## config.mk

```make
export PLATFORM = sky130hd
export DESIGN_NAME = fpaddsub_align_fine
export DESIGN_NICKNAME = d
export VERILOG_FILES = /design/src/rtl/fpaddsub_align_fine.sv
export SDC_FILE = /design/constraint.sdc
export NUM_CORES = 1
export LEC_CHECK = 0
export CAP_MARGIN = 15
export CORE_MARGIN = 2
export CORE_UTILIZATION = 55
export DETAILED_ROUTE_END_ITERATION = 8
export GPL_TIMING_DRIVEN = 0
export PLACE_DENSITY = 0.86
export RECOVER_POWER = 25
export SKIP_LAST_GASP = 1
export SLEW_MARGIN = 0
export SYNTH_ARGS = -nofsm -noshare
export SYNTH_HDL_FRONTEND = slang
export SYNTH_SLANG_ARGS = --single-unit
```

## constraint.sdc

```tcl
create_clock -name clk -period 12.2 [get_ports clk]
set_clock_uncertainty 0.1 [all_clocks]
set_input_delay 1.22 -clock clk [delete_from_list [all_inputs] [get_ports clk]]
set_output_delay 1.22 -clock clk [all_outputs]
set_load 0.02 [all_outputs]
```

## src/rtl/fpaddsub_align_fine.sv

```systemverilog
// -----------------------------------------------------------------------------
// fpaddsub_align_fine
//
// Fine alignment stage of the FP add/sub datapath. This stage follows the
// coarse alignment shifter. It applies the remaining 0..3-bit right shift to
// the smaller mantissa and forms the {guard, round, sticky} bits. The result
// is registered behind a valid/ready handshake. A two-entry skid buffer lets
// the downstream stage stall without losing throughput.
//
// Ports
//   clk        clock, rising edge
//   rst        asynchronous reset, active high
//   in_valid   upstream word valid
//   in_ready   stage can accept (registered)
//   in_mmin    smaller mantissa after coarse shift (MW bits, hidden bit incl.)
//   in_shift   residual right shift, 0..3
//   in_sticky  OR of the bits discarded by the coarse shift
//   in_flush   mantissa shifts out entirely (overrides in_shift)
//   in_side    sideband, carried with the word untouched
//   out_valid  output word valid
//   out_ready  downstream accepts
//   out_mmin   aligned smaller mantissa
//   out_grs    {guard, round, sticky}
//   out_side   sideband of the same word
//
// Handshake: a word moves across an interface on a rising clk edge where
// valid and ready are both 1. A producer holds its payload stable while
// valid=1 and ready=0. in_* may change freely while in_ready=0.
// -----------------------------------------------------------------------------
module fpaddsub_align_fine #(
    parameter int MW     = 24,
    parameter int SIDE_W = 40
) (
    input  logic              clk,
    input  logic              rst,
    input  logic              in_valid,
    output logic              in_ready,
    input  logic [MW-1:0]     in_mmin,
    input  logic [1:0]        in_shift,
    input  logic              in_sticky,
    input  logic              in_flush,
    input  logic [SIDE_W-1:0] in_side,
    output logic              out_valid,
    input  logic              out_ready,
    output logic [MW-1:0]     out_mmin,
    output logic [2:0]        out_grs,
    output logic [SIDE_W-1:0] out_side
);

    typedef enum logic [1:0] {
        EMPTY = 2'd0,
        ONE   = 2'd1,
        FULL  = 2'd2
    } state_t;

    state_t state, next_state;

    logic [MW-1:0]     aln_mmin;
    logic [2:0]        aln_grs;

    logic [MW-1:0]     main_mmin, skid_mmin;
    logic [2:0]        main_grs,  skid_grs;
    logic [SIDE_W-1:0] main_side, skid_side;

    logic accept, transfer;
    logic load_main, load_skid, main_from_skid;

    // Alignment datapath. Bits shifted out beyond the round position fold
    // into sticky. A flush sends the whole mantissa into sticky.
    always_comb begin
        aln_mmin = in_mmin;
        aln_grs  = {2'b00, in_sticky};
        if (in_flush) begin
            aln_mmin = '0;
            aln_grs  = {2'b00, (|in_mmin) | in_sticky};
        end else begin
            case (in_shift)
                2'd1: begin
                    aln_mmin = in_mmin >> 1;
                    aln_grs  = {in_mmin[0], 1'b0, in_sticky};
                end
                2'd2: begin
                    aln_mmin = in_mmin >> 2;
                    aln_grs  = {in_mmin[1], in_mmin[0], in_sticky};
                end
                2'd3: begin
                    aln_mmin = in_mmin >> 3;
                    aln_grs  = {in_mmin[2], in_mmin[1], in_mmin[0] | in_sticky};
                end
                default: begin
                    aln_mmin = in_mmin;
                    aln_grs  = {2'b00, in_sticky};
                end
            endcase
        end
    end

    assign out_valid = (state != EMPTY);
    assign accept    = in_valid & in_ready;
    assign transfer  = out_valid & out_ready;

    // Next state and register load controls. The main register always holds
    // the oldest word. The skid register only fills when main is stalled.
    always_comb begin
        next_state     = state;
        load_main      = 1'b0;
        load_skid      = 1'b0;
        main_from_skid = 1'b0;
        case (state)
            EMPTY: begin
                if (accept) begin
                    next_state = ONE;
                    load_main  = 1'b1;
                end
            end
            ONE: begin
                if (accept && transfer) begin
                    load_main = 1'b1;
                end else if (accept) begin
                    next_state = FULL;
                    load_skid  = 1'b1;
                end else if (transfer) begin
                    next_state = EMPTY;
                end
            end
            FULL: begin
                if (transfer) begin
                    next_state     = ONE;
                    main_from_skid = 1'b1;
                end
            end
            default: begin
                next_state = EMPTY;
            end
        endcase
    end

    always_ff @(posedge clk or posedge rst) begin
        if (rst) begin
            state     <= EMPTY;
            in_ready  <= 1'b0;
            main_mmin <= '0;
            main_grs  <= '0;
            main_side <= '0;
            skid_mmin <= '0;
            skid_grs  <= '0;
            skid_side <= '0;
        end else begin
            state    <= next_state;
            // Registered ready: it drops as the buffer fills, so the
            // skid entry absorbs the word accepted in that same cycle.
            in_ready <= (next_state != FULL);
            if (load_main) begin
                main_mmin <= aln_mmin;
                main_grs  <= aln_grs;
                main_side <= in_side;
            end else if (main_from_skid) begin
                main_mmin <= skid_mmin;
                main_grs  <= skid_grs;
                main_side <= skid_side;
            end
            if (load_skid) begin
                skid_mmin <= aln_mmin;
                skid_grs  <= aln_grs;
                skid_side <= in_side;
            end
        end
    end

    assign out_mmin = main_mmin;
    assign out_grs  = main_grs;
    assign out_side = main_side;

endmodule
```

; Yosys cells after proc, flatten, opt, wreduce, memory -nomap -nowiden
; Index checks and enable logic that the tools add are counted.
[totals]
regBits = 137
inputBits = 72
output_inout_bits = 69
[op_classes]
n_eq_ne = 6
muxes = 23
bitwise_logic = 4
n_reduce_logical = 5
[ops]
columns = operator, n
row1 = $mux W40, 2
row2 = $mux W24, 3
row3 = $pmux W24 S3, 1
row4 = $reduce_or A24 Y1, 1
row5 = $mux W2, 5
row6 = $mux W3, 3
row7 = $pmux W3 S3, 1
row8 = $eq A2 B2 Y1 const B, 3
row9 = $mux W1, 6
row10 = $pmux W2 S3, 1
row11 = $eq A2 B1 Y1 const B, 2
row12 = $reduce_bool A2 Y1, 2
row13 = $and A1 B1 Y1, 2
row14 = $logic_not A2 Y1, 1
row15 = $ne A2 B2 Y1 const B, 1
row16 = $or A1 B1 Y1, 2
row17 = $pmux W1 S2, 1
row18 = $logic_and A1 B1 Y1, 1

; Logic depth before layout (Yosys ltp)
[depth]
word_depth = 7
ltp_mapped = 7
depth_no_buf = 4

; Worst setup path before layout
; No wires, ideal clock.
[synth_path]
kind = input -> register
from = in in_shift[0]
to = reg skid_mmin[4]
setup_time_ns = 0.135
arrival_ns = 2.248
t_required_ns = 11.965
path_slack_ns = 9.717
path_stages = 5
path_buffers = 2
path_cell_list = buf_4 > buf_4 > mux4_2 > nand2b_1 > o21ai_0
[synth_via]
elab_chain_cells = 3
word_cells_on_any_way = 5
cone_classes = eq/ne: 3 / mux: 2
[synth_lines]
columns = item, line
row1 = start: declaration, 39  ; input logic [1:0] in_shift,
row2 = $eq A2 B2 Y1 or $eq A2 B1 Y1 (tied branches), 77  ; case (in_shift)
row3 = $pmux W24 S3 (*), 77
row4 = $mux W24 (*), 73  ; if (in_flush) begin
row5 = end signal: assignment, 163  ; skid_mmin <= aln_mmin;
row6 = end: declaration, 61  ; logic [MW-1:0] main_mmin, skid_mmin;
; Mark *: on every way between the ends. The rest lies on a longest branch, timed or not.
; A chain may end at the register's enable or synchronous reset.

==> summary.md <==
| Metric | Value |
|---|---|
| DRC errors left | 0 |
| CTS tree | built |
| Initial DRC count | 409 |
| Sequential share of power | 37.6% |
| Vias in the first global route | 5271 |
| CTS Buf Count | 17 |
| Final Hold Vio Count | 0 |
| Top cell type's share of synthesized area | 54.3% |
| Layout net count | 785 |
| Fillers | 767 |
| Max H-tree Level | 4 |
| Finished Layout Cells | 868 |
| Die area | 12300 um^2 |
| Worst hold path type | reg -> reg |
| Max-cap violation count | 1 |
| Synth cell types | 37 |
| Die W | 111 um |
| Post-synth EDFFs | 0 |
| CP required | 12.65 ns |
| Setup TNS | 0 ns |
| Synthesis-stage register bit count | 137 |
| Lkg Pwr | 3.72 nW |
| Part of the cycle the worst path needs | 26.9% |
| Hpwl dp | 11.2 mm |
| GP Congestion | 0.952 |
| Worst flop-to-flop path endpoint | out_side[1] |
| Max-slew headroom | -72.8% |
| Slew Viols, Final | 56 |
| Core Box Area | 11300 um^2 |
| Final ANT Viol Nets | 0 |
| # diodes | 0 |
| DR WL/cell | 18.8 um |
| Post-Syn Area per Cell | 11.4 um^2 |
| Total power | 0.00211 W |
| Net Sw Frac | 33.7% |
| Die Y | 111 um |
| Status | finished with violations |
| Internal power | 0.00140 W |
| Synth async-reset ratio | 100% |
| Initial Utilization | 55.7% |
| Postcts setup bufs | 0 |
| Syn. warnings | 0 |
| Worst Path Max Fanout | 82 |
| Fmax achieved | 305 MHz |
| Top-level I/O count | 141 |
| Psw | 0.000711 W |
| Synth area leader | dfrtp_1 |
| Reg2Reg Setup Slack | 10.26 ns |
| Hold_buf cts | 0 |
| Setup crit start kind | primary input |
| Area delta synth->final | 34.7% |
| R2r worst-path depth | 6 |
| Worst setup EP type | async pin |
| Seq/Total Area, Yosys | 54.3% |
| Worst Tran Pin Value | 2.58 ns |
| Top cells by area, synth | dfrtp_1 (54%), mux2_2 (7.9%), nand2_1 (6.4%) |
| Clock Path Buffers | 2 |
| Syn nets | 627 |
| Layout cells sized above 1 | 17.4% |
| Clock power share | 24.8% |
| Worst hold path depth | 2 |
| Logic pwr share | 37.7% |
| P per Cell Area | 248 nW/um^2 |
| Clock Pin Slew Worst Setup and Hold Paths | 0.06 ns |
| Max rail drop VDD | 0.000155 V |
| Worst reg2reg path startpoint | state[0] |
| RSZ-0062 raised after global routing | false |
| Dpl cells | 837 |
| Buffers on Ports | 138 |
| Hold worst-path end | out_side[20] |
| Detailed-route wire length | 16.3 mm |
| Post-Syn Instances | 555 |
| Vias | 5110 |
| First-pass GRT wire length | 26.9 mm |
| Failing checks | max-capacitance violations, max-slew violations |
| Min cycle time layout | 3.28 ns |
| CTS sink cnt | 137 |
| Endpoints failing setup | 0 |
| Clock latency on the worst-skew pair | 0.41 ns |
| Vias per cell | 5.89 |
| Post-CTS sizing | 0 |
| First-pass iteration count of the detailed router | 5 |
| Setup CP Type | in -> async |
| Initial antenna violation count | 0 |
| Total grt overflow | 0 |
| CTS Root Cell | clkbuf_16 |
| Critical path data arrival time | 3.73 ns |
| Hold_sp | out_side[20] |
| Primary FF master, synth | dfrtp_1 |
| GRT Total Usage | 27.5% |
| Pin count of the biggest net entering global routing | 83 |
| Post-synthesis cell area | 6310 um^2 |
| Std-Cell Rows | 39 |
## worst max-delay path by stage
stage / from / endpoint / slack [ns] / cells after the start
finish: rst / out_mmin[7] / 8.92 / 3
global route: rst / in_ready / 8.56 / 2
floorplan: rst / in_ready / 7.21 / 1
detailed placement: out_ready / out_side[1] / 9.02 / 7
CTS: state[1] / out_valid / 9.19 / 2
global placement: rst / out_mmin[10] / 5.61 / 2
## cells by family after synthesis
logic type      after synthesis  synth area share (%)
simple gates                170                  12.7
flops                       137                  54.3
compound gates              136                  14.6
mux                          65                  14.2
buf+inv                      47                  4.28
## metal layers
layer / GRT usage, % / part of all wire [%] / vias to the layer above / routed length [um]
li1: - / - / 2314 / -
met1: 35.6 / 41 / 2562 / 6620
met2: 45.0 / 51 / 204 / 8270
met3: 7.82 / 6.5 / 30 / 1050
met4: 9.55 / 2.1 / 0 / 335
met5: 0 / 0 / - / 0
## registers in the layout (all words and copies together), names as in the netlist
| name | cells |
|---|---|
| skid_grs | 3 |
| out_grs | 3 |
| state | 2 |
| out_mmin | 24 |
| out_side | 40 |
| skid_side | 40 |
| in_ready | 1 |
| skid_mmin | 24 |
## cells in the final DEF (no fill, tap or decap), types with 6 or more instances in the layout
master and n:
clkbuf_1 11, clkdlybuf4s50_1 135, mux4_2 15, clkbuf_16 17, mux2_2 44, o21ai_0 21, nand2b_1 18, nand2_1 107
buf_4 8, a21oi_1 25, a22oi_1 41, buf_2 21, a211o_1 6, mux2i_1 6, nor2b_1 26, a211oi_1 29
dfrtp_1 137
## worst max-delay path, cell delays in order
cell and delay (ns):
dlygate4sd3_1 0.55, clkinvlp_2 1.47, buf_16 0.40
## power groups by stage
stage / Combinational, W / Sequential, W / Clock, W
finish: 0.000795 / 0.000792 / 0.000522
detailed placement: 0.000791 / 0.000792 / 0
global placement: 0.000766 / 0.000781 / 0
CTS: 0.000800 / 0.000790 / 0.000526
global route: 0.000855 / 0.000817 / 0.000549
floorplan: 0.000325 / 0.000900 / 0
## stage by stage
stage	setup slack (ns)	hold WS [ns]	instance area (um^2)	util, %
5_1_grt	8.56	0.402	8500	75.1
4_1_cts	9.19	0.376	8500	75.1
3_5_place_dp	9.02	0.363	7900	69.8
3_3_place_gp	5.61	0.361	7870	69.5
2_1_floorplan	7.21	0.344	6310	-
6_report	8.92	0.380	8500	75.1
## Yosys cell counts, types with 3 or more instances
| cell type | instances |
|---|---|
| dfrtp_1 | 137 |
| nand2_1 | 107 |
| mux2_2 | 44 |
| a22oi_1 | 41 |
| a211oi_1 | 29 |
| nor2b_1 | 26 |
| a21oi_1 | 25 |
| buf_2 | 21 |
| o21ai_0 | 21 |
| nand2b_1 | 18 |
| mux4_2 | 15 |
| buf_4 | 8 |
| clkbuf_1 | 7 |
| a211o_1 | 6 |
| mux2i_1 | 6 |
| buf_6 | 5 |
| nor4_1 | 5 |
| buf_1 | 3 |
| inv_1 | 3 |
## cell type report
| class | count | area (um^2) | share of cell area [%] |
|---|---|---|---|
| clock buffer | 24 | 482 | 5.67 |
| multi-input combinational | 371 | 2610 | 30.7 |
| buffer | 44 | 259 | 3.05 |
| inverter | 3 | 12.5 | 0.147 |
| tap | 143 | 179 | 2.11 |
| sequential | 137 | 3430 | 40.3 |
| clock inverter | 7 | 116 | 1.37 |
| timing repair buffer | 139 | 1410 | 16.6 |
Power figures use the tool's default switching activity.
